==> config.mk <==
export PLATFORM = sky130hd
export DESIGN_NAME = prio_enc_pipe
export DESIGN_NICKNAME = d
export VERILOG_FILES = /design/src/rtl/mdclcg_enc_pkg.sv /design/src/rtl/enc_group.sv /design/src/rtl/prio_enc_pipe.sv
export SDC_FILE = /design/constraint.sdc
export NUM_CORES = 1
export LEC_CHECK = 0
export ABC_CLOCK_PERIOD_IN_PS = 2800
export CAP_MARGIN = 40
export CORE_UTILIZATION = 35
export CTS_CLUSTER_SIZE = 16
export DETAILED_ROUTE_END_ITERATION = 16
export GPL_TIMING_DRIVEN = 0
export PLACE_DENSITY = 0.72
export RECOVER_POWER = 25
export SLEW_MARGIN = 20
export SYNTH_ARGS = -nofsm -noshare
export SYNTH_HDL_FRONTEND = slang
export SYNTH_SLANG_ARGS = --single-unit
==> constraint.sdc <==
create_clock -name clk -period 2.8 [get_ports clk]
set_input_delay 0.56 -clock clk [delete_from_list [all_inputs] [get_ports clk]]
set_output_delay 0.56 -clock clk [all_outputs]
set_load 0.1 [all_outputs]
==> src/rtl/mdclcg_enc_pkg.sv <==
// mdclcg_enc_pkg: shared sizing helper, default widths and priority-direction encodings.
package mdclcg_enc_pkg;
  localparam int DEF_WIDTH = 64;
  localparam int DEF_GROUP = 8;
  localparam int PRIO_LSB = 0;
  localparam int PRIO_MSB = 1;
  function automatic int clog2(input int n);
    int r;
    r = 0;
    while ((1 << r) < n) r = r + 1;
    return r;
  endfunction
endpackage

==> src/rtl/enc_group.sv <==
// enc_group: combinational N-to-log2(N) priority encoder with hit flag; index 0 when nothing is set.
module enc_group
  import mdclcg_enc_pkg::*;
#(
  parameter int N        = DEF_GROUP,
  parameter int MSB_PRIO = PRIO_LSB
) (
  input  logic [N-1:0]          vec_i,
  output logic [clog2(N)-1:0]   idx_o,
  output logic                  hit_o
);
  localparam int IW = clog2(N);
  // Scan from the losing end so the last match written is the winner.
  always_comb begin
    idx_o = '0;
    for (int i = 0; i < N; i++)
      if (vec_i[MSB_PRIO == PRIO_MSB ? i : N-1-i]) idx_o = IW'(MSB_PRIO == PRIO_MSB ? i : N-1-i);
  end
  assign hit_o = |vec_i;
endmodule

==> src/rtl/prio_enc_pipe.sv <==
// prio_enc_pipe: two-stage pipelined priority encoder with valid/ready flow control.
// Define PRIO_ENC_MULTIHOT_EN to add the registered out_multi (two or more bits set) output.
module prio_enc_pipe
  import mdclcg_enc_pkg::*;
#(
  parameter int WIDTH    = DEF_WIDTH,
  parameter int GROUP    = DEF_GROUP,
  parameter int MSB_PRIO = PRIO_LSB
) (
  input  logic                     clk,
  input  logic                     rst,
  input  logic [WIDTH-1:0]         in,
  input  logic                     in_valid,
  output logic                     in_ready,
  output logic [clog2(WIDTH)-1:0]  out,
  output logic                     out_hit,
  output logic                     out_valid,
`ifdef PRIO_ENC_MULTIHOT_EN
  output logic                     out_multi,
`endif
  input  logic                     out_ready
);
  localparam int NG   = WIDTH / GROUP;
  localparam int LW   = clog2(GROUP);
  localparam int GW   = clog2(NG);
  localparam int IDXW = clog2(WIDTH);
  logic [NG-1:0]          grp_hit, s1_hit_q, s1_hit_d;
  logic [NG-1:0][LW-1:0]  grp_idx, s1_idx_q, s1_idx_d;
  logic                   s1_valid_q, s1_valid_d;
  logic [GW-1:0]          win_grp;
  logic                   any_hit;
  logic [IDXW-1:0]        out_q, out_d;
  logic                   out_hit_q, out_hit_d, out_valid_q, out_valid_d;
  logic                   s2_adv, s2_load;
  genvar g;
  for (g = 0; g < NG; g++) begin : g_grp
    enc_group #(.N(GROUP), .MSB_PRIO(MSB_PRIO)) u_enc (
      .vec_i(in[g*GROUP +: GROUP]),
      .idx_o(grp_idx[g]),
      .hit_o(grp_hit[g])
    );
  end
  enc_group #(.N(NG), .MSB_PRIO(MSB_PRIO)) u_top (
    .vec_i(s1_hit_q),
    .idx_o(win_grp),
    .hit_o(any_hit)
  );
  assign s2_adv   = !out_valid_q | out_ready;
  assign s2_load  = s2_adv & s1_valid_q;
  assign in_ready = !s1_valid_q | s2_adv;
  always_comb begin
    s1_valid_d  = in_ready ? in_valid : s1_valid_q;
    s1_hit_d    = in_ready ? grp_hit : s1_hit_q;
    s1_idx_d    = in_ready ? grp_idx : s1_idx_q;
    out_valid_d = s2_adv ? s1_valid_q : out_valid_q;
    out_d       = s2_load ? {win_grp, s1_idx_q[win_grp]} : out_q;
    out_hit_d   = s2_load ? any_hit : out_hit_q;
  end
  always_ff @(posedge clk) begin
    if (rst) begin
      s1_valid_q  <= 1'b0;
      s1_hit_q    <= '0;
      s1_idx_q    <= '0;
      out_valid_q <= 1'b0;
      out_q       <= '0;
      out_hit_q   <= 1'b0;
    end else begin
      s1_valid_q  <= s1_valid_d;
      s1_hit_q    <= s1_hit_d;
      s1_idx_q    <= s1_idx_d;
      out_valid_q <= out_valid_d;
      out_q       <= out_d;
      out_hit_q   <= out_hit_d;
    end
  end
  assign out       = out_q;
  assign out_hit   = out_hit_q;
  assign out_valid = out_valid_q;
`ifdef PRIO_ENC_MULTIHOT_EN
  // Multi-hot means a group holds two bits, or two groups are hit.
  logic [NG-1:0] grp_multi, s1_multi_q, s1_multi_d;
  logic          out_multi_q, out_multi_d;
  for (g = 0; g < NG; g++) begin : g_multi
    assign grp_multi[g] = |(in[g*GROUP +: GROUP] & (in[g*GROUP +: GROUP] - GROUP'(1)));
  end
  always_comb begin
    s1_multi_d  = in_ready ? grp_multi : s1_multi_q;
    out_multi_d = s2_load ? (|s1_multi_q | |(s1_hit_q & (s1_hit_q - NG'(1)))) : out_multi_q;
  end
  always_ff @(posedge clk) begin
    if (rst) begin
      s1_multi_q  <= '0;
      out_multi_q <= 1'b0;
    end else begin
      s1_multi_q  <= s1_multi_d;
      out_multi_q <= out_multi_d;
    end
  end
  assign out_multi = out_multi_q;
`endif
endmodule

---- Word level (Yosys, flattened, before mapping) ----
Index checks and enable logic that the tools add are counted.
word-level totals
  register bits ........................... 41
  input port bits ......................... 68
  word-level logic and storage cells ...... 102
  output and inout port bits .............. 9
cells by class
  bitwise gates (word level) .............. 3
  muxes and demuxes ....................... 74
  reductions and logical operators ........ 11
  magnitude comparators ................... 1
operators with widths
  kind                                                         count
  two-way mux 3 bit                                            73
  OR reduction 8 bit                                           9
  binary-select mux 3 bit (select 3 bit)                       1
  less-than comparator 3 x 4 -> 1 bit (second input constant)  1
  zero test 1 bit                                              2
  OR 1 bit                                                     2
  bitwise AND 1 bit                                            1

---- Longest topological paths before layout ----
  depth after elaboration ................. 10
  depth in mapped cells ................... 7
  depth with buffers taken out ............ 5

---- Modules after synthesis ----
A second synthesis with hierarchy kept.
unflattened totals
  cell total of the unflattened synthesis .. 311
  area total of the unflattened synthesis .. 2,363.5 µm²
by module, submodules not included
  module         cells an instance  instances  area each (µm²)  seq. area each (µm²)
  prio_enc_pipe  194                1          1,631.6          820.8
  enc_group      13                 9          81.3             0.0

---- Worst setup path before layout ----
No wires, ideal clock.
  kind .................................... flip-flop to output port
  start ................................... register out_valid_q (netlist: out_valid)
  end ..................................... output in_ready
  cell stages (with the launch flop) ...... 6
  path buffers ............................ 2
  data required time ...................... 2.240 ns
  arrival ................................. 2.347 ns
  path slack .............................. -0.107 ns
  path through ............................ dfxtp_1 nor2b_1 and2_1 clkbuf_1 inv_1 clkbuf_1
between the ends
  cells in the longest elaborated chain, start to end .. 3
RTL lines
  element                 line                 text
  from (decl)             prio_enc_pipe.sv:33  logic out_hit_q, out_hit_d, out_valid_q, out_valid_d;
  from (signal assigned)  prio_enc_pipe.sv:71  out_valid_q <= out_valid_d;
  zero test 1 bit         prio_enc_pipe.sv:48  assign s2_adv = !out_valid_q | out_ready;
  OR 1 bit                prio_enc_pipe.sv:48
  OR 1 bit                prio_enc_pipe.sv:50  assign in_ready = !s1_valid_q | s2_adv;
  to (decl)               prio_enc_pipe.sv:14  output logic in_ready,
Every way passes these cells.

---- Worst setup path after layout ----
  start ................................... input out_ready
  end ..................................... output in_ready
between the ends
  cells in the longest elaborated chain, start to end .. 2
RTL lines
  element      line                 text
  from (decl)  prio_enc_pipe.sv:21  input logic out_ready
  OR 1 bit     prio_enc_pipe.sv:48
  OR 1 bit     prio_enc_pipe.sv:50
Every way passes these cells.

==> impl_metrics.tcl <==
set metrics [dict create \
    violations "DRC" \
    critPathSlowestCell "clkdlybuf4s50_1" \
    async_flop_share_pct 0 \
    worst_pin_slew_ns 0.963 \
    outcome "finished with violations" \
    period_needed_ns 2.71 \
    crit_fanout 4 \
    cts-root-buf "clkbuf_8" \
    gp_congestion 0.843 \
    ff_latch_area_um2 821 \
    cpPeakStageDelay_ns 0.52 \
    cts_buffers 5 \
    dr.pass1.iters 10 \
    finalNonFillerCells 482 \
    p_leak_uw 0.00144 \
    final_nets 473 \
    grt_pass1_wl_um 11100 \
    layout-area-overhead-vs-synth_pct 46.2 \
    synthDistinctLibCells 44 \
    r2r_start "s1_hit_q[5]" \
    max-vdd-ir-drop_mv 0.147 \
    grt_max_degree 12 \
    synthTopCellsByArea "dfxtp_1 34%, nor2_1 9.5%, a21oi_1 7.4%, nand2_1 5.8%, o31ai_1 3.2%" \
    r2r_slack_ns 0.37 \
    rsz0062_at_grt "no" \
    synth_seq_cells 41 \
    ctsHoldBuffers 0 \
    path_common_cell "clkdlybuf4s50_1" \
    wirelength_um 6640 \
    synth.largest_area_cell "dfxtp_1" \
    antenna_found_initial 0 \
    layout_setup_ws_ns 0.0872 \
    initial_core_util_pct 36.9 \
    ant_nets 0 \
    path_buf_inv 5 \
    grt_pass1_vias 2396 \
    p_total_uw 1350 \
    drc_errors 3 \
    tritoncts "yes" \
    cap_violations 0 \
    dieArea_um2 7140 \
    cp_cell_sequence "clkdlybuf4s50_1 -> nor2b_2 -> and2_4 -> inv_2 -> clkbuf_8 -> clkdlybuf4s50_1 -> buf_12" \
    synth_fp_nets 379 \
    max-slew-margin-rel_pct 35.7 \
    hold_path_class "flip-flop to flip-flop" \
    clockBufferDepth 2 \
    io_pins 77 \
    period_share_pct 96.9 \
    worstHoldPathCells 2 \
    dp.final_hpwl_um 5120 \
    post_dp_cell_area_um2 3390 \
    core_um2 6460 \
    multi_input_area_um2 1410 \
    hold_start "s1_idx_q[19]" \
    die_y_um 84.5 \
    synth_flop_cell "dfxtp_1" \
    wire_per_inst_um 13.8 \
    crit_arrival_ns 2.15 \
    fin_area_um2 3480 \
    clock_latency_ns 0.29 \
    gr-usage-all-layers_pct 19.3 \
    cp.required_ns 2.24 \
    cts_sinks 41 \
    core.rowCount 29 \
    synth_top_area_share_pct 34.5 \
    vias 2490 \
    synth_cells 311 \
    syn-cell-area_um2 2380 \
    routed_via_density 5.17 \
    synth-edff-count 0 \
    clk_pin_slew_ns 0.07 \
    overflow 0 \
    critPathTopFamily "buffers and inverters" \
    fillCellCount 646 \
    holdPathEnd "s1_idx_q[19]" \
    ys_warn_count 0 \
    io_buffers 76 \
    slew_violations 0 \
    worstSetupEndpointType "primary output" \
    drive_above_1_share_pct 8.89 \
    timing.rr.end "out[0]" \
    startpoint_type "input port" \
    fmax_ghz 0.369 \
    setup_violations 0 \
    cts_htree_levels 2 \
    dp.cells 473 \
    seq_area_frac_synth_pct 34.5 \
    path_class "input port to primary output" \
    post-place-ws_ns -0.572 \
    reg2reg_depth 6 \
    clock_skew_ns 0.00319 \
    die_w_um 84.5 \
    diodes 0 \
    drtIter0Drc 172 \
    power_density_nw_per_um2 387 \
    hold_viol_final 0 \
    postSynthAreaPerCell_um2 7.66 \
]
## registers in the layout (all words and copies together) (netlist names)
register    count
out             6
s1_idx_q       24
s1_valid_q      1
out_hit         1
out_valid       1
s1_hit_q        8
## synth_stat cells (3+ instances only)
cell      number
o311ai_0       4
o21ai_0        8
nand3_1        8
inv_1         12
or3_1          7
nor4_1         7
clkbuf_1       8
o31ai_1       10
nand2_1       37
and2_1         3
mux2i_1        5
nor2b_1       10
buf_2          4
dfxtp_1       41
a21oi_1       35
clkbuf_8       3
nor3_1         3
o21bai_1       9
a211o_1        3
a221oi_1       4
nor2_1        60
a211oi_1       6
## tightest hold or removal path: stages (launching register included)
cell	delay (ns)
dfxtp_1	0.31
nand2_1	0.05
a21oi_1	0.05
## report_power, final
group / leakage (µW) / internal [µW] / switching, µW
Combinational: 0.00105 / 171 / 157
Clock: 0.0000443 / 196 / 198
Sequential: 0.000337 / 608 / 17.3
Total: 0.00144 / 975 / 373
## area by class of cell
class                      count  share of cell area [%]
buffer                        15                    3.05
clock buffer                   7                    2.48
inverter                      13                    1.40
multi-input combinational    241                    40.4
sequential                    41                    23.6
tap                           77                    2.77
timing repair buffer          88                    26.4
## stage by stage
step | TNS, ns | hold WS (ns) | utilization [%]
2_1_floorplan | 0 | 0.427 | -
3_3_place_gp | -0.948 | 0.439 | 50.2
3_5_place_dp | -0.572 | 0.444 | 52.4
4_1_cts | 0 | 0.455 | 54.2
5_1_grt | 0 | 0.473 | 53.9
6_report | 0 | 0.455 | 53.9
## metal layers
metal	routed length (µm)	up-vias	global-route usage, %
li1	-	1295	-
met1	2990	1122	25.6
met2	3240	67	33.3
met3	363	6	3.83
met4	50	0	2.62
met5	0	-	0
## worst max-delay path by stage
stage | startpoint | to | cells after the start
after global routing | out_ready | in_ready | 7
after CTS | out_ready | in_ready | 7
after global placement | out_ready | in_ready | 7
after floorplan | out_valid | in_ready | 5
final | out_ready | in_ready | 7
after detailed placement | out_ready | in_ready | 8
## placed cells by master (no fill, tap or decap), types with 8 or more instances in the layout
cell	n
inv_1	11
nand2_1	37
nor2b_1	9
o21ai_0	8
a21oi_1	35
clkbuf_8	9
dfxtp_1	41
nand3_1	8
clkbuf_1	9
o21bai_1	9
nor2_1	60
o31ai_1	10
clkdlybuf4s50_1	75
## what timing repair did
item / in CTS / in global routing
hold endpoints to repair: 0 / 0
gates resized for setup: 6 / 1
pin swaps: 1 / 0
setup endpoints to repair: 1 / 1
setup buffers: 2 / 1
## cell families (layout without fill, tap and decap cells)
logic type	after synthesis	after routing	share of synthesized area, %
AND/OR/NAND/NOR	145	145	28.7
buffers and inverters	29	123	6.73
AO/OA/AOI/OAI	87	87	25.0
flip-flops	41	41	34.5
multiplexers	9	9	5.10
No activity file was read; power rests on OpenSTA's default activity.
